$ cat config.mk
export PLATFORM = sky130hd
export DESIGN_NAME = prog_loader
export DESIGN_NICKNAME = d
export VERILOG_FILES = /design/src/rtl/prog_loader.sv
export SDC_FILE = /design/constraint.sdc
export NUM_CORES = 1
export LEC_CHECK = 0
export CORE_ASPECT_RATIO = 1.4
export CORE_UTILIZATION = 40
export DETAILED_ROUTE_END_ITERATION = 16
export GPL_TIMING_DRIVEN = 0
export SYNTH_ARGS = -nofsm -noshare
export SYNTH_HDL_FRONTEND = slang
export SYNTH_SLANG_ARGS = --single-unit
$ cat constraint.sdc
create_clock -name clk -period 5.36 [get_ports clk]
set_input_delay 1.608 -clock clk [delete_from_list [all_inputs] [get_ports clk]]
set_output_delay 1.608 -clock clk [all_outputs]
set_load 0.01 [all_outputs]
$ cat src/rtl/prog_loader.sv
// Boot loader: receives a length-prefixed little-endian byte stream, writes words into
// instruction memory, verifies the trailing checksum and then releases the core from reset.
module prog_loader #(
    parameter int unsigned ADDR_W = 10
) (
    input  logic              clk,
    input  logic              reset,
    input  logic              in_valid,
    input  logic [7:0]        in_data,
    output logic              in_ready,
    output logic              imem_we,
    output logic [ADDR_W-1:0] imem_addr,
    output logic [31:0]       imem_wdata,
    output logic              core_reset,
    output logic              done,
    output logic              error
);

    localparam int unsigned CW = ADDR_W + 1;
    localparam logic [31:0] MaxWords = 32'(1) << ADDR_W;

    typedef enum logic [2:0] {
        StHdr,
        StLoad,
        StCsum,
        StRun,
        StErr
    } state_e;

    state_e            state_q, state_d;
    logic [1:0]        byte_cnt_q, byte_cnt_d;
    logic [31:0]       shift_q, shift_d;
    logic [CW-1:0]     n_q, n_d;
    logic [CW-1:0]     word_cnt_q, word_cnt_d;
    logic [31:0]       sum_q, sum_d;
    logic              imem_we_q, imem_we_d;
    logic [ADDR_W-1:0] imem_addr_q, imem_addr_d;
    logic [31:0]       imem_wdata_q, imem_wdata_d;

    logic        accept;
    logic        last_byte;
    logic [31:0] word;

    always_comb begin
        in_ready = 1'b0;
        if (!reset) begin
            in_ready = (state_q == StHdr) || (state_q == StLoad) || (state_q == StCsum);
        end
    end

    assign accept    = in_valid & in_ready;
    assign last_byte = (byte_cnt_q == 2'd3);
    // First byte of a word ends up in bits [7:0] after four right shifts.
    assign word      = {in_data, shift_q[31:8]};

    always_comb begin
        state_d      = state_q;
        byte_cnt_d   = byte_cnt_q;
        shift_d      = shift_q;
        n_d          = n_q;
        word_cnt_d   = word_cnt_q;
        sum_d        = sum_q;
        imem_we_d    = 1'b0;
        imem_addr_d  = imem_addr_q;
        imem_wdata_d = imem_wdata_q;

        if (accept) begin
            shift_d    = word;
            byte_cnt_d = byte_cnt_q + 2'd1;
        end

        unique case (state_q)
            StHdr: begin
                if (accept && last_byte) begin
                    if ((word == 32'd0) || (word > MaxWords)) begin
                        state_d = StErr;
                    end else begin
                        n_d        = word[CW-1:0];
                        word_cnt_d = '0;
                        sum_d      = '0;
                        state_d    = StLoad;
                    end
                end
            end
            StLoad: begin
                if (accept && last_byte) begin
                    imem_we_d    = 1'b1;
                    imem_addr_d  = word_cnt_q[ADDR_W-1:0];
                    imem_wdata_d = word;
                    sum_d        = sum_q + word;
                    word_cnt_d   = word_cnt_q + CW'(1);
                    if (word_cnt_q == n_q - CW'(1)) begin
                        state_d = StCsum;
                    end
                end
            end
            StCsum: begin
                if (accept && last_byte) begin
                    state_d = (word == sum_q) ? StRun : StErr;
                end
            end
            default: ;
        endcase
    end

    always_ff @(posedge clk or posedge reset) begin
        if (reset) begin
            state_q      <= StHdr;
            byte_cnt_q   <= '0;
            shift_q      <= '0;
            n_q          <= '0;
            word_cnt_q   <= '0;
            sum_q        <= '0;
            imem_we_q    <= 1'b0;
            imem_addr_q  <= '0;
            imem_wdata_q <= '0;
        end else begin
            state_q      <= state_d;
            byte_cnt_q   <= byte_cnt_d;
            shift_q      <= shift_d;
            n_q          <= n_d;
            word_cnt_q   <= word_cnt_d;
            sum_q        <= sum_d;
            imem_we_q    <= imem_we_d;
            imem_addr_q  <= imem_addr_d;
            imem_wdata_q <= imem_wdata_d;
        end
    end

    assign imem_we    = imem_we_q;
    assign imem_addr  = imem_addr_q;
    assign imem_wdata = imem_wdata_q;
    assign core_reset = (state_q != StRun);
    assign done       = (state_q == StRun);
    assign error      = (state_q == StErr);

endmodule

[After elaboration in Yosys (flattened, before gate mapping)]
Index checks and enable logic that the tools add are counted.
Cells by class
  magnitude comparators: 1
  $add $sub $neg: 4
  muxes and demuxes: 18
  equality and inequality tests: 13
  bitwise operators: 2
  reductions and logical operators: 12
Operators by type and width (count)
  two-way mux 32 bit: 3
  one-hot mux 32 bit (2 select lines): 1
  two-way mux 11 bit: 3
  adder 32 bit: 1
  == test 32 bit: 1
  > comparator 32 x 11 -> 1 bit, second input constant: 1
  zero test 32 bit: 1
  one-hot mux 11 bit (2 select lines): 1
  two-way mux 3 bit: 6
  adder 11 x 1 -> 11 bit, second input constant: 1
  == test 11 bit: 1
  subtractor 11 x 1 -> 11 bit, second input constant: 1
  one-hot mux 3 bit (3 select lines): 1
  inequality test 2 x 1 -> 1 bit, second input constant: 4
  == test 3 x 2 -> 1 bit, second input constant: 2
  AND reduction 5 bit: 1
  AND reduction 4 bit: 1
  == test 3 x 1 -> 1 bit, second input constant: 1
  == test 3 bit, second input constant: 1
  zero test 3 bit: 1
  logical OR 1 bit: 3
  two-way mux 1 bit: 3
  inequality test 3 x 2 -> 1 bit, second input constant: 1
  AND reduction 3 bit: 1
  other kinds (9): 9
Word-level totals
  input bits: 11
  output and inout port bits: 47
  bits in registers: 134

[Depth between registers and ports, before layout]
  word-level depth: 8
  depth in mapped cells: 10

[Worst setup path before layout]
Ideal clock, no wire load.
  path kind: input port to output port
  start: input port reset
  end: output port in_ready
  path slack: 1.912 ns
  cell stages on the path: 1
  data arrival time: 1.840 ns
  path buffers: 0
  path through: a211oi_4
On the way
  word-level cells in the longest chain between the ends: 1
Ends and longest elaborated chain
  from (decl): RTL line 7  | input logic reset,
  two-way mux 1 bit: RTL line 46  | if (!reset) begin
  to (decl): RTL line 10  | output logic in_ready,
No other way between the ends.

[Worst setup path in the final report]
Ends and elaborated chain as after synthesis.

==> run metrics <==
row cnt=58; Critical Path AT=2.96 ns; skew final=0.007481 ns; IO Pins=58; Post-CTS Setup Repair Bufs=0; vias in the first global route=6073; Setup Viol. Count Final=0; r2r startpoint=shift_q[8]; # clock sinks=126; Worst Hold Class=flip-flop to flip-flop; CP max FO=3; Unique masters post-synth=65; Seq cells post-synth=126; Area Overhead vs Synth=20.70%; Worst path slowest cell=clkdlybuf4s50_1; RSZ-0062 raised after global routing=no; cts bufs inserted=17; Nets=919; DRC violations left=0; Worst-Skew Late Latency=0.42 ns; worst setup margin=0.7886 ns; Top cell by count, worst path=clkdlybuf4s50_1; WHS Endpoint=imem_wdata[7]; PD cells=252.4 nW/um^2; Tmin final=4.571 ns; Post-synth top flop=dfrtp_1; die extent in x=115.9 um; hold path depth=2; top cell type's share of synthesized area=43.37%; hold buffer count at cts=0; Fillers=1746; MaxCap Viol Count=0; R2R Setup Slk=2.34 ns; Worst setup SP type=primary input; RD Place Congestion=0.9121; Worst setup EP type=output pin; TritonCTS clock tree=built; clock buffer depth=2; drt via density=5.375; Die Footprint=18730 um^2; status=finished, final reports clean; ys async rst share=100.0%; CP Class=primary input to output pin; Mapped Area=7271 um^2; synth top area cells=dfrtp_1 43%, nand2_1 9.7%, ha_1 5.9%, mux2_2 4.0%, xnor2_1 3.3%; initial antenna violation count=0; Final period util=85.29%; Antenna diodes=0; height of the die=161.5 um; Max Slew Vio Count=0; Yosys Warn Count=0; Detailed Place HPWL=14.44 mm; CTS Root Cell=clkbuf_16; sequential share of the synthesized area=43.37%; Post-synth EDFFs=0; DR WL/cell=17.31 um; Synth Net Count=842; Final ANT Viol Nets=0; Core Area=17850 um^2; GRT Total Usage=22.58%; Worst Path Required=3.75 ns; Achievable Freq=218.7 MHz; final WL=19.49 mm; Top Family by Delay on Critical Path=buffers and inverters; worst path cell trace=clkdlybuf4s50_1, a211oi_4, clkdlybuf4s50_1; Vias=6052; GRT Residual Overflow=0; Hold Startpoint=imem_wdata[7]; worst r2r dst=sum_q[30]; first-pass GRT wire length=31.75 mm; Initial Util=40.73%; worst slew pin tran=0.7271 ns; 1st-pass router iterations=4; largest stage delay on the critical path=0.58 ns; Hold Vio Cnt, Final=0; H-Tree Level Count=4; leak pwr=4.340 nW; Mapped Cells=796; # port buffers=57; hold_ws=0.4687 ns; Clock Pin Slew Worst Setup and Hold Paths=0.05 ns; PostCTS Resize Cnt=0; pre-CTS setup slack=0.7856 ns; Reg2Reg Depth=10; fraction of layout cells with a size suffix above 1=10.38%; relative slew slack=51.53%; CP bufs+invs=2; DR iter-0 viols=409; syn avg cell area=9.134 um^2; post-synth top area cell=dfrtp_1; largest net degree at the start of global routing=66; VDD IR max=0.2167 mV
[worst max-delay path by stage]
stage,startpoint,end,cells after the start
after floorplan,reset,byte_cnt_q[0],1
after global placement,reset,shift_q[24],2
after detailed placement,reset,in_ready,3
after CTS,reset,in_ready,3
after global routing,reset,in_ready,3
final,reset,in_ready,3
[Yosys cell counts, drive strengths merged, types with 3 or more instances]
master / instances
or4: 4
and3: 9
and2: 5
buf: 11
or2: 5
or3: 6
nand4: 10
a21oi: 36
nor4: 14
mux2: 34
inv: 16
o21bai: 5
nand3: 16
o2111ai: 3
xnor2: 27
a22o: 3
o31ai: 9
nand2b: 3
a211oi: 9
o22ai: 3
clkbuf: 34
xor2: 22
ha: 34
o21a: 4
nor2: 33
a21o: 22
o211ai: 4
nor3: 18
nand2: 187
a31oi: 10
dfrtp: 126
o21ai: 50
a211o: 3
[logic make-up after synthesis]
family          count (synthesis)  share of synthesized area (%)
mux                            35                          5.817
buf+inv                        61                          3.528
simple gates                  320                          19.89
fa+ha+maj                      35                          6.126
flops                         126                          43.37
compound gates                170                          15.37
xor+xnor                       49                          5.903
[tightest hold or removal path: stages (launching register included)]
cell	delay, ns
dfrtp_1	0.34
nand2_1	0.05
nand2_1	0.05
[power by group]
part / internal, mW / total [mW] / switching [mW]
clock network: 0.754 / 1.18 / 0.428
registers: 0.955 / 0.962 / 0.00720
logic: 0.0233 / 0.0710 / 0.0478
[area by class of cell]
| cell class | count | area, um^2 | share of cell area [%] |
|---|---|---|---|
| clock inverters | 10 | 137.6 | 1.568 |
| multi-input cells | 609 | 3861 | 44.00 |
| repair buffers | 58 | 598.1 | 6.815 |
| well taps | 240 | 300.3 | 3.422 |
| clock buffers | 22 | 464.2 | 5.289 |
| flip-flops and latches | 126 | 3153 | 35.93 |
| inverters | 16 | 65.06 | 0.7414 |
| plain buffers | 45 | 196.4 | 2.238 |
[registers in the layout, summed over array words and instances, names as in the netlist]
name / flops
n_q: 11
byte_cnt_q: 2
imem_addr: 10
imem_wdata: 32
sum_q: 32
imem_we: 1
word_cnt_q: 11
state_q: 3
shift_q: 24
[per-stage QoR]
| step | setup TNS [ns] | cell area (um^2) | total power [mW] | utilization [%] | std cells |
|---|---|---|---|---|---|
| final | 0 | 8776 | 2.215 | 49.16 | 1126 |
| after global routing | 0 | 8776 | 2.294 | 49.16 | 1126 |
| after CTS | 0 | 8776 | 2.238 | 49.16 | 1126 |
| after detailed placement | 0 | 8174 | 1.052 | 45.79 | 1094 |
| after global placement | -211.24 | 8142 | 1.049 | 45.61 | 1093 |
| after floorplan | 0 | 7271 | 1.018 | - | 796 |
[cell usage in the layout, fill, tap and decap left out, types with 10 or more instances in the layout]
cell type	synthesis	layout
clkdlybuf4s50_1	0	57
xor2_1	22	22
clkbuf_16	0	17
a21o_1	21	21
nor3_1	18	18
ha_1	34	34
clkbuf_1	32	35
mux2_2	26	26
dfrtp_1	126	126
nor2_1	33	33
o21ai_0	46	46
inv_1	15	14
nand3_1	15	15
nand2_1	187	187
nor4_1	14	14
xnor2_1	27	27
nand4_1	10	10
a21oi_1	35	35
a31oi_1	10	10
[layer usage]
metal  global-route usage (%)  up-vias  part of all wire (%)
met1                    26.99     2942                    42
met5                        0        -                     0
met4                    12.53        0                   4.4
met3                    3.677       41                   2.8
li1                         -     2949                     -
met2                    38.12      120                    51
No activity file was read; power rests on OpenSTA's default activity.
